### src/rtl/tcam_match_serializer.sv
// Match-array post-processor: captures a per-entry match vector, reports hit/first/count,
// then streams each matching index in ascending order over a valid/ready handshake.
module tcam_match_serializer #(
    parameter int ENTRIES = 16,
    parameter int IDX_W   = $clog2(ENTRIES),
    parameter int CNT_W   = $clog2(ENTRIES + 1)
) (
    input  logic               clk_i,
    input  logic               rst_n_i,
    input  logic               start_i,
    input  logic [ENTRIES-1:0] match_vec_i,
    output logic               busy_o,
    output logic               hit_o,
    output logic [IDX_W-1:0]   first_idx_o,
    output logic [CNT_W-1:0]   match_cnt_o,
    output logic               out_valid_o,
    input  logic               out_ready_i,
    output logic [IDX_W-1:0]   out_idx_o,
    output logic               out_last_o,
    output logic               done_o
);

    typedef enum logic [1:0] {IDLE, SCAN, FIN} state_t;

    state_t             state_q, state_d;
    logic [ENTRIES-1:0] pending_q, pending_d;
    logic               hit_q, hit_d;
    logic [IDX_W-1:0]   first_q, first_d;
    logic [CNT_W-1:0]   cnt_q, cnt_d;

    logic               accept;
    logic               xfer;
    logic               pend_last;
    logic [IDX_W-1:0]   pend_idx;

    function automatic logic [IDX_W-1:0] lowest_idx(input logic [ENTRIES-1:0] v);
        logic [IDX_W-1:0] r;
        r = '0;
        for (int i = ENTRIES - 1; i >= 0; i--) begin
            if (v[i]) r = IDX_W'(i);
        end
        return r;
    endfunction

    function automatic logic [CNT_W-1:0] popcount(input logic [ENTRIES-1:0] v);
        logic [CNT_W-1:0] r;
        r = '0;
        for (int i = 0; i < ENTRIES; i++) begin
            r = r + CNT_W'(v[i]);
        end
        return r;
    endfunction

    assign accept    = (state_q == IDLE) && start_i;
    assign xfer      = (state_q == SCAN) && out_ready_i;
    assign pend_idx  = lowest_idx(pending_q);
    // Exactly one bit set: clearing the lowest set bit leaves nothing behind.
    assign pend_last = (pending_q != '0) && ((pending_q & (pending_q - ENTRIES'(1))) == '0);

    // State register
    always_ff @(posedge clk_i) begin
        if (!rst_n_i) begin
            state_q   <= IDLE;
            pending_q <= '0;
            hit_q     <= 1'b0;
            first_q   <= '0;
            cnt_q     <= '0;
        end else begin
            state_q   <= state_d;
            pending_q <= pending_d;
            hit_q     <= hit_d;
            first_q   <= first_d;
            cnt_q     <= cnt_d;
        end
    end

    // Next-state logic
    always_comb begin
        state_d   = state_q;
        pending_d = pending_q;
        hit_d     = hit_q;
        first_d   = first_q;
        cnt_d     = cnt_q;
        unique case (state_q)
            IDLE: begin
                if (accept) begin
                    pending_d = match_vec_i;
                    hit_d     = (match_vec_i != '0);
                    first_d   = lowest_idx(match_vec_i);
                    cnt_d     = popcount(match_vec_i);
                    state_d   = (match_vec_i != '0) ? SCAN : FIN;
                end
            end
            SCAN: begin
                if (xfer) begin
                    pending_d = pending_q & (pending_q - ENTRIES'(1));
                    if (pend_last) state_d = FIN;
                end
            end
            FIN:     state_d = IDLE;
            default: state_d = IDLE;
        endcase
    end

    // Outputs
    always_comb begin
        busy_o      = (state_q != IDLE);
        out_valid_o = (state_q == SCAN);
        out_idx_o   = (state_q == SCAN) ? pend_idx : '0;
        out_last_o  = (state_q == SCAN) && pend_last;
        done_o      = (state_q == FIN);
        hit_o       = hit_q;
        first_idx_o = first_q;
        match_cnt_o = cnt_q;
    end

endmodule

### config.mk
export PLATFORM = sky130hd
export DESIGN_NAME = tcam_match_serializer
export DESIGN_NICKNAME = d
export VERILOG_FILES = /design/src/rtl/tcam_match_serializer.sv
export SDC_FILE = /design/constraint.sdc
export NUM_CORES = 1
export LEC_CHECK = 0
export BUFFER_PORTS_ARGS = -buffer_cell sky130_fd_sc_hd__clkbuf_2
export CORE_MARGIN = 2
export CORE_UTILIZATION = 50
export CTS_CLUSTER_SIZE = 14
export DETAILED_ROUTE_END_ITERATION = 10
export GPL_TIMING_DRIVEN = 1
export PLACE_DENSITY = 0.73
export SYNTH_ARGS = -nofsm -noshare
export SYNTH_HDL_FRONTEND = slang
export SYNTH_SLANG_ARGS = --single-unit
### constraint.sdc
create_clock -name clk_i -period 3.9 [get_ports clk_i]
set_clock_uncertainty 0.15 [all_clocks]
set_input_delay 0.39 -clock clk_i [delete_from_list [all_inputs] [get_ports clk_i]]
set_output_delay 0.39 -clock clk_i [all_outputs]
set_load 0.03 [all_outputs]
==> summary.md <==
| Metric | Value |
|---|---|
| Final worst-path cycle share | `90.87%` |
| Max cap viols | `0` |
| Share of the synthesized area in the top cell type | `25.51%` |
| Die height | `~70 um` |
| Yosys synthesis warning count | `0` |
| CTS tree | `built` |
| Startpoint types | `primary input` |
| Asr flop ratio synth | `0%` |
| Tmin final | `between 3 and 4 ns` |
| Req. time, crit path | `about 3.9 ns` |
| Pwr dens | `~450 mW/mm^2` |
| Hold buffers post-CTS | `0` |
| Post-Syn Area per Cell | `~7.4 um^2` |
| DRC marker count from the first detailed-route iteration | `204` |
| Worst Path Max Fanout | `3` |
| Vias per cell | `5.693` |
| Nature of the critical path endpoint | `flop` |
| Unique masters post-synth | `47` |
| Hold_ws | `approximately 0.24 ns` |
| Post-Synthesis Cells | `about 300` |
| Io pins | `38` |
| # rows | `24` |
| Worst Tran Pin Value | `about 0.85 ns` |
| Port Buf Inserts | `37` |
| Final Max Tran Viols | `0` |
| Seq cells post-synth | `28` |
| Initial Util | `51.17%` |
| Die W | `roughly 70 um` |
| Routed via count | `about 2100` |
| Via count of the first global-routing pass | `about 1900` |
| Core area | `between 0.004 and 0.005 mm^2` |
| Synthesized cell area | `around 0.0022 mm^2` |
| Final hold vios | `0` |
| Top FF cell, synth | `dfxtp_1` |
| Final worst slack | `between 0.3 and 0.4 ns` |
| Drt total wl | `5315 um` |
| Area Growth Syn to Fin | `12.47%` |
| Drt wl/cell | `14.21 um` |
| Clock sinks | `28` |
| Setup-failing EPs final | `0` |
| RSZ-0062 raised after global routing | `no` |
| Most numerous cell in the Yosys netlist | `nand2_1` |
| Routability cong. | `0.8316` |
| First-pass GRT wire length | `about 9300 um` |
| Clk pin slew, worst setup/hold paths | `0.10 ns` |
| Total CTS buffers | `3` |
| Maximum VDD drop | `~340 uV` |
| Run status | `complete, no violations` |
| Die ar. | `approximately 0.0049 mm^2` |
| H-tree levels | `1` |
| Top cells by area, synth | `dfxtp_1 (26%), fa_1 (9.1%), nand2_1 (7.0%), nor2b_1 (5.7%), inv_1 (5.1%)` |
| Grt total ovfl | `0` |
| Yosys top cell by area | `dfxtp_1` |
| Min-delay worst type | `primary input to flop` |
| ANT cells | `0` |
| 1st-pass router iterations | `4` |
| Filler Cell Count | `420` |
| # DRC | `0` |
| Longest Clk Path Bufs | `2` |
| Pre-CTS setup slack | `0.03090 ns` |
| Data arrival, critical path | `about 3.6 ns` |
| Critical path type | `primary input to flop` |
| HPWL Detailed | `~4000 um` |
| Register area share after synthesis | `between 20 and 30%` |
| NumNets Final | `roughly 360` |
| Largest net degree at the start of global routing | `31` |
| Post-synth EDFFs | `0` |
| Post-route ant nets | `0` |
| Top cells by count, synth | `nand2_1 (41), inv_1 (30), dfxtp_1 (28), a21oi_1 (20), nor2b_1 (20)` |
| Post-CTS sizing | `0` |
| Root Buffer | `clkbuf_8` |
| Worst-skew pair later-pin latency | `roughly 0.28 ns` |
| Initial antenna violation count | `0` |
| Relative slew slack | `43.43%` |
| Syn_nets | `roughly 330` |
| Post CTS Setup Buffer Count | `0` |
| Fmax | `282.2 MHz` |
| Share of cells above drive strength 1 | `approximately 16%` |
| Total GRT Usage | `a little under a quarter` |
| Final core utilization | `between 50% and 60%` |
| Pleak | `1.091 nW` |
| TNS Setup | `0 ns` |
## where the power goes
part           total (W)  internal (W)  switching (W)
clock           0.000236      0.000138      0.0000978
combinational   0.000517      0.000212       0.000305
sequential      0.000357      0.000317      0.0000397
## cell families (layout without fill, tap and decap cells)
family	after synthesis	count (layout)	share of synthesized area, %
flip-flops	28	28	25.51
AND/OR/NAND/NOR	115	115	26.65
buffers and inverters	51	77	9.340
adder cells (fa/ha/maj)	17	17	12.98
AO/OA/AOI/OAI	83	83	24.72
XOR/XNOR	2	2	0.7974
## registers in the layout (all words and copies together) (netlist names)
signal	count
first_idx_o	4
pending_q	16
hit_o	1
match_cnt_o	5
state_q	2
## through the flow
step	instance area (um^2)	cells	power [W]
floorplan	2197	296	0.0007502
global placement	2400	370	0.0008766
detailed placement	2400	370	0.0008819
CTS	2471	374	0.001116
global route	2471	374	0.001211
finish	2471	374	0.001110
## critical path: stages
cell      delay (ns)
clkbuf_2        0.11
inv_1           0.08
fa_1            0.54
fa_1            0.45
fa_1            0.43
fa_1            0.53
inv_1           0.05
ha_1            0.28
a21o_1          0.17
a21oi_1         0.16
xor2_1          0.15
o21ai_0         0.08
and2_1          0.17
## cells in the final DEF (no fill, tap or decap), drive strengths merged, types with 4 or more instances in the layout
master / instances
inv: 30
nor2b: 20
buf: 6
dfxtp: 28
nand2: 41
a21boi: 5
clkbuf: 40
nor3: 7
nor2: 15
and2: 4
nand3: 6
nand4: 4
o21ai: 21
o31ai: 4
a21oi: 20
fa: 10
nor4: 9
a22oi: 8
a211oi: 4
ha: 6
## final timing paths
check / slack (ns) / from / to / depth (start not counted)
setup / recovery: 0.36 / match_vec_i[1] / match_cnt_o[3] / 13
hold / removal: 0.24 / match_vec_i[15] / pending_q[15] / 3
setup reg to reg: 1.49 / pending_q[0] / state_q[0] / 6
hold reg to reg: 0.32 / match_cnt_o[0] / match_cnt_o[0] / 2
## cell type report
class | instances | area (um^2) | area share [%]
Timing Repair Buffer | 43 | 230.2 | 9.316
Tap cell | 52 | 65.06 | 2.633
Clock buffer | 3 | 41.29 | 1.671
Sequential cell | 28 | 560.5 | 22.68
Clock inverter | 1 | 30.03 | 1.215
Multi-Input combinational cell | 217 | 1431 | 57.92
Inverter | 30 | 112.6 | 4.557
## per-layer routing
| metal | track usage (%) | wire length [um] |
|---|---|---|
| met1 | 33.45 | 2546 |
| met2 | 37.21 | 2545 |
| met3 | 2.309 | 168 |
| met4 | 5.556 | 55 |
| met5 | 0 | 0 |
(Power assumes the default switching activity.)
